===== src/rtl/adder_arbiter.sv =====
// Round-robin arbiter feeding one shared DATA_W-bit adder, with a single-entry response holding register.
// Define ADDER_ARB_SAT_EN to saturate resp_sum on signed overflow; the default build returns the wrapped sum.
//
//   state | meaning
//   IDLE  | waiting for a request; grants one requester and captures its operands
//   ADD   | shared adder evaluates the captured operands; results are registered
//   HOLD  | response presented until the consumer takes it
module adder_arbiter #(
    parameter int DATA_W = 32,
    parameter int N_REQ  = 4,
    localparam int ID_W  = (N_REQ > 1) ? $clog2(N_REQ) : 1
) (
    input  logic                      clk,
    input  logic                      rst,
    input  logic [N_REQ-1:0]          req_valid,
    output logic [N_REQ-1:0]          req_ready,
    input  logic [N_REQ*DATA_W-1:0]   req_a,
    input  logic [N_REQ*DATA_W-1:0]   req_b,
    input  logic [N_REQ-1:0]          req_cin,
    output logic                      resp_valid,
    input  logic                      resp_ready,
    output logic [ID_W-1:0]           resp_id,
    output logic [DATA_W-1:0]         resp_sum,
    output logic                      resp_cout,
    output logic                      resp_of
);

    typedef enum logic [1:0] {IDLE, ADD, HOLD} state_t;

    state_t state, state_nxt;

    logic [ID_W-1:0]   ptr;
    logic              grant_any;
    logic [ID_W-1:0]   grant_idx;
    logic              accept;

    logic [DATA_W-1:0] sel_a, sel_b;
    logic              sel_cin;

    logic [DATA_W-1:0] op_a, op_b;
    logic              op_cin;
    logic [ID_W-1:0]   op_id;

    logic [DATA_W:0]   full;
    logic [DATA_W-1:0] sum_raw, sum_out;
    logic              cout_raw, of_raw;

    // Round-robin search starting at ptr, wrapping modulo N_REQ.
    always_comb begin
        int idx;
        grant_any = 1'b0;
        grant_idx = '0;
        idx       = 0;
        for (int k = 0; k < N_REQ; k++) begin
            idx = int'(ptr) + k;
            if (idx >= N_REQ) idx = idx - N_REQ;
            if (!grant_any && req_valid[idx]) begin
                grant_any = 1'b1;
                grant_idx = ID_W'(idx);
            end
        end
    end

    always_comb begin
        sel_a   = '0;
        sel_b   = '0;
        sel_cin = 1'b0;
        for (int k = 0; k < N_REQ; k++) begin
            if (ID_W'(k) == grant_idx) begin
                sel_a   = req_a[k*DATA_W +: DATA_W];
                sel_b   = req_b[k*DATA_W +: DATA_W];
                sel_cin = req_cin[k];
            end
        end
    end

    assign accept = (state == IDLE) && grant_any;

    // The single shared adder.
    assign full     = {1'b0, op_a} + {1'b0, op_b} + {{DATA_W{1'b0}}, op_cin};
    assign sum_raw  = full[DATA_W-1:0];
    assign cout_raw = full[DATA_W];
    assign of_raw   = (op_a[DATA_W-1] == op_b[DATA_W-1]) && (sum_raw[DATA_W-1] != op_a[DATA_W-1]);

`ifdef ADDER_ARB_SAT_EN
    always_comb begin
        sum_out = sum_raw;
        if (of_raw) begin
            sum_out = op_a[DATA_W-1] ? {1'b1, {(DATA_W-1){1'b0}}}
                                     : {1'b0, {(DATA_W-1){1'b1}}};
        end
    end
`else
    assign sum_out = sum_raw;
`endif

    always_ff @(posedge clk) begin
        if (rst) state <= IDLE;
        else     state <= state_nxt;
    end

    always_comb begin
        state_nxt = state;
        case (state)
            IDLE:    if (grant_any) state_nxt = ADD;
            ADD:     state_nxt = HOLD;
            HOLD:    if (resp_ready) state_nxt = IDLE;
            default: state_nxt = IDLE;
        endcase
    end

    // Grant strobe is combinational so the requester sees it in the capture cycle.
    always_comb begin
        req_ready = '0;
        if (!rst && accept) req_ready[grant_idx] = 1'b1;
    end

    always_ff @(posedge clk) begin
        if (rst) begin
            ptr        <= '0;
            op_a       <= '0;
            op_b       <= '0;
            op_cin     <= 1'b0;
            op_id      <= '0;
            resp_valid <= 1'b0;
            resp_id    <= '0;
            resp_sum   <= '0;
            resp_cout  <= 1'b0;
            resp_of    <= 1'b0;
        end else begin
            if (accept) begin
                op_a   <= sel_a;
                op_b   <= sel_b;
                op_cin <= sel_cin;
                op_id  <= grant_idx;
                ptr    <= (grant_idx == ID_W'(N_REQ - 1)) ? '0 : grant_idx + 1'b1;
            end
            if (state == ADD) begin
                resp_valid <= 1'b1;
                resp_id    <= op_id;
                resp_sum   <= sum_out;
                resp_cout  <= cout_raw;
                resp_of    <= of_raw;
            end
            if (state == HOLD && resp_ready) resp_valid <= 1'b0;
        end
    end

endmodule


===== config.mk =====
export PLATFORM = sky130hd
export DESIGN_NAME = adder_arbiter
export DESIGN_NICKNAME = d
export VERILOG_FILES = /design/src/rtl/adder_arbiter.sv
export SDC_FILE = /design/constraint.sdc
export NUM_CORES = 1
export LEC_CHECK = 0
export ABC_AREA = 1
export BUFFER_PORTS_ARGS = -buffer_cell sky130_fd_sc_hd__clkbuf_2
export CAP_MARGIN = 20
export CORE_ASPECT_RATIO = 0.7
export CORE_MARGIN = 5
export CORE_UTILIZATION = 55
export CTS_BUF_LIST = sky130_fd_sc_hd__clkbuf_16
export DETAILED_ROUTE_END_ITERATION = 6
export PLACE_DENSITY = 0.88
export SKIP_CTS_REPAIR_TIMING = 1
export SLEW_MARGIN = 20
export SYNTH_ARGS = -nofsm -noshare
export SYNTH_HDL_FRONTEND = slang
export SYNTH_SLANG_ARGS = --single-unit

===== constraint.sdc =====
create_clock -name clk -period 7.3 [get_ports clk]
set_clock_uncertainty 0.2 [all_clocks]
set_input_delay 1.46 -clock clk [delete_from_list [all_inputs] [get_ports clk]]
set_output_delay 1.46 -clock clk [all_outputs]
set_load 0.01 [all_outputs]

==> flow_summary.yaml <==
timing:
  setup_repair_after_global_routing_missed_its_margin: "false"
  worst_slew_pin_slew_ns: 1.11
  tns_ns: 0
  final_critical_path_setup_slack_ns: 2.19
  layout_worst_path_cycle_share_pct: 70.0
  timing.final.max_slew_violations: 0
  final_period_minus_worst_setup_slack_ns: 5.11
  slew_headroom_pct: 26.0
  clock.fmax_mhz: 196
  finalHoldViolations: 0
  setup_viol: 0
setup_path:
  crit_chain: "clkbuf_2, nand2_1, o21ai_0, o21ai_0, nor2_1, a21boi_0, nand3_1, inv_1, ha_2, inv_1, nor2_1, clkbuf_2"
  path_delay_family: "simple AND/OR/NAND/NOR gates"
  start_kind: "input port"
  critical_path_class: "input port to primary output"
  worst-path-stages: 12
  critical_path_arrival_ns: 3.45
  worstPathRequired_ns: 5.64
  worstReg2RegEnd: "op_a[27]"
  critical_path.max_stage_delay_ns: 0.29
  r2r_start: "ptr[0]"
  rr_worst_depth: 14
  ff2ff_setup_slack_ns: 3.10
  critPathSlowestCell: "o21ai_0"
  worst-path-buf-inv: 4
  end_kind: "primary output"
  crit_end: "req_ready[1]"
  launching_element_of_the_worst_setup_path: "req_valid[0]"
  critical_path.max_fanout: 3
grt:
  grt_start_max_net_pins: 119
  vias_in_the_first_global_route: 8578
  grt_first_pass_wirelength_um: 43800
  gr_ovfl_total: 0
  antenna_found_initial: 0
  grtUsageTotal_pct: 30.7
drt:
  ant_nets: 0
  via_count: 9270
  drtIter0Drc: 801
  wirelength_um: 27900
  post-route-drc-count: 0
  drt_pass1_iterations: 6
  drt-wirelength-per-cell_um: 16.4
  viasPerCell: 5.45
logic_synthesis:
  post_synth_fa_ha_maj_area_fraction_pct: 5.75
  synth_sequential_area_ratio_pct: 26.0
  synth_cell_types: 39
  ys_ff_latch: 108
  syn-num-nets: 1552
  syn_area_per_cell_um2: 6.66
  synth_compound_area_share_pct: 26.1
  post_synth_mux_area_share_pct: 7.82
  synthCells: 1248
  main_combinational_cell_family_by_area_after_synthesis: "compound AO/OA/AOI/OAI gates"
  synthesis.area_um2: 8320
  synth-simple-area-share_pct: 22.0
  synthXorXnorAreaFrac_pct: 1.67
  synth-warning-count: 0
floorplanning:
  die_h_um: 113
  die_area_um2: 17700
  floorplan.rows: 37
  core_um2: 14800
  initial_utilization_pct: 56.3
  ioPinCount: 308
  die_x_um: 157
place:
  placed_cells_incl_taps: 1686
  worst_setup_slack_before_clock_tree_synthesis_ns: 2.19
  gp_congestion: 0.956
  port_buffers: 307
  place.detailed.hpwl_um: 22300
finish:
  flow.area_growth_from_synthesis_pct: 21.9
  layout-drive-gt1-share_pct: 26.0
  final_core_occ_pct: 68.6
  n_antenna_cell: 0
  final_cells: 1702
  layout.cells.most_common: "clkbuf_2"
  final_cell_mix: "clkbuf_2, nand2_1, o21ai_0"
  nets: 1806
power_and_ir_drop:
  power.static_leakage_nw: 5.14
  vdd_ir_drop_max_v: 0.000390
  p_per_area_nw_per_um2: 476
  fin_total_pwr_mw: 4.82
clock_network:
  clock_transition_at_path_regs_ns: 0.08
  cts-htree-levels: 3
  numCtsBuffers: 9
  root_buffer: "clkbuf_16"
  ctsLongestPathBuffers: 2
  cts.sink_count: 108
  clock_insertion_delay_worst_skew_ns: 0.35
  clock_tree_from_tritoncts: "done"
run:
  maxCapViolations: 0
outcome:
  status: "finished clean"
hold_path:
  holdCritPathClass: "flip-flop to flip-flop"
  min_path_cells: 2
cells by family (layout without fill, tap and decap cells):
group                    count (synthesis)  in the layout
AO/OA/AOI/OAI                          357            357
XOR/XNOR                                15             15
adder cells (fa/ha/maj)                 37             37
buffers and inverters                  211            470
flip-flops                             108            108
multiplexers                            65             65
AND/OR/NAND/NOR                        455            455
state kept, by name, indices dropped and copies added, names as in the netlist:
name	flops
resp_id	2
op_a	32
ptr	2
op_id	2
op_cin	1
state	2
resp_cout	1
resp_of	1
resp_valid	1
op_b	32
resp_sum	32
per-layer routing:
metal | up-vias | GRT usage (%) | part of all wire (%)
met2 | 335 | 46.2 | 43
li1 | 4685 | - | -
met4 | 0 | 7.11 | 1.9
met5 | - | 0 | 0
met3 | 37 | 6.65 | 7.9
met1 | 4213 | 45.0 | 47
worst min path at each step:
stage / start / to / slack, ns
finish: resp_of / resp_of / 0.28
global route: resp_of / resp_of / 0.31
CTS: resp_of / resp_of / 0.28
detailed placement: resp_of / resp_of / 0.27
global placement: resp_of / resp_of / 0.25
floorplan: state[1] / resp_valid / 0.25
tightest hold or removal path: cells and delay by family (launching register included):
| kind | cells | cell delay [ns] |
|---|---|---|
| AND/OR/NAND/NOR | 1 | 0.06 |
| flip-flops | 1 | 0.32 |
| AO/OA/AOI/OAI | 1 | 0.06 |
synthesized netlist by cell type (all sizes together):
master / n / area share (%)
xnor2: 2 / 0.21
nand2: 281 / 13
a21o: 1 / 0.090
a21oi: 104 / 8.5
inv: 141 / 6.4
nand3: 44 / 2.6
xor2: 13 / 1.5
o211ai: 2 / 0.18
clkbuf: 46 / 2.1
nand3b: 2 / 0.23
buf: 24 / 2.2
a21boi: 2 / 0.18
nand4: 7 / 0.53
ha: 35 / 5.3
a31oi: 3 / 0.23
or2: 1 / 0.075
nor4: 1 / 0.075
nor2: 111 / 5.1
o21ai: 173 / 10
a22oi: 65 / 5.9
dfxtp: 108 / 26
and2: 1 / 0.075
o21bai: 6 / 0.54
o21a: 1 / 0.090
fa: 2 / 0.48
nor3: 7 / 0.42
mux2i: 65 / 7.8
metrics by stage:
step           area (um^2)  hold WS, ns
5_1_grt              10100        0.314
4_1_cts              10100        0.279
3_5_place_dp          9830        0.266
2_1_floorplan         8320        0.253
3_3_place_gp          9830        0.254
6_report             10100        0.284
power by group:
part | internal (mW) | total, mW | switching, mW | leakage, nW
logic | 1.20 | 3.34 | 2.14 | 4.09
clock network | 0.272 | 0.515 | 0.243 | 0.150
registers | 0.811 | 0.966 | 0.155 | 0.894
total | 2.28 | 4.82 | 2.54 | 5.14
final cells by class:
cell class | instances | area [um^2]
well taps | 195 | 244
flip-flops and latches | 108 | 2160
clock buffers | 9 | 225
clock inverters | 7 | 80.1
fillers | 1390 | 4630
repair buffers | 313 | 1580
inverters | 141 | 533
multi-input cells | 929 | 5310
Note: power is estimated with default switching activity, not from simulation.
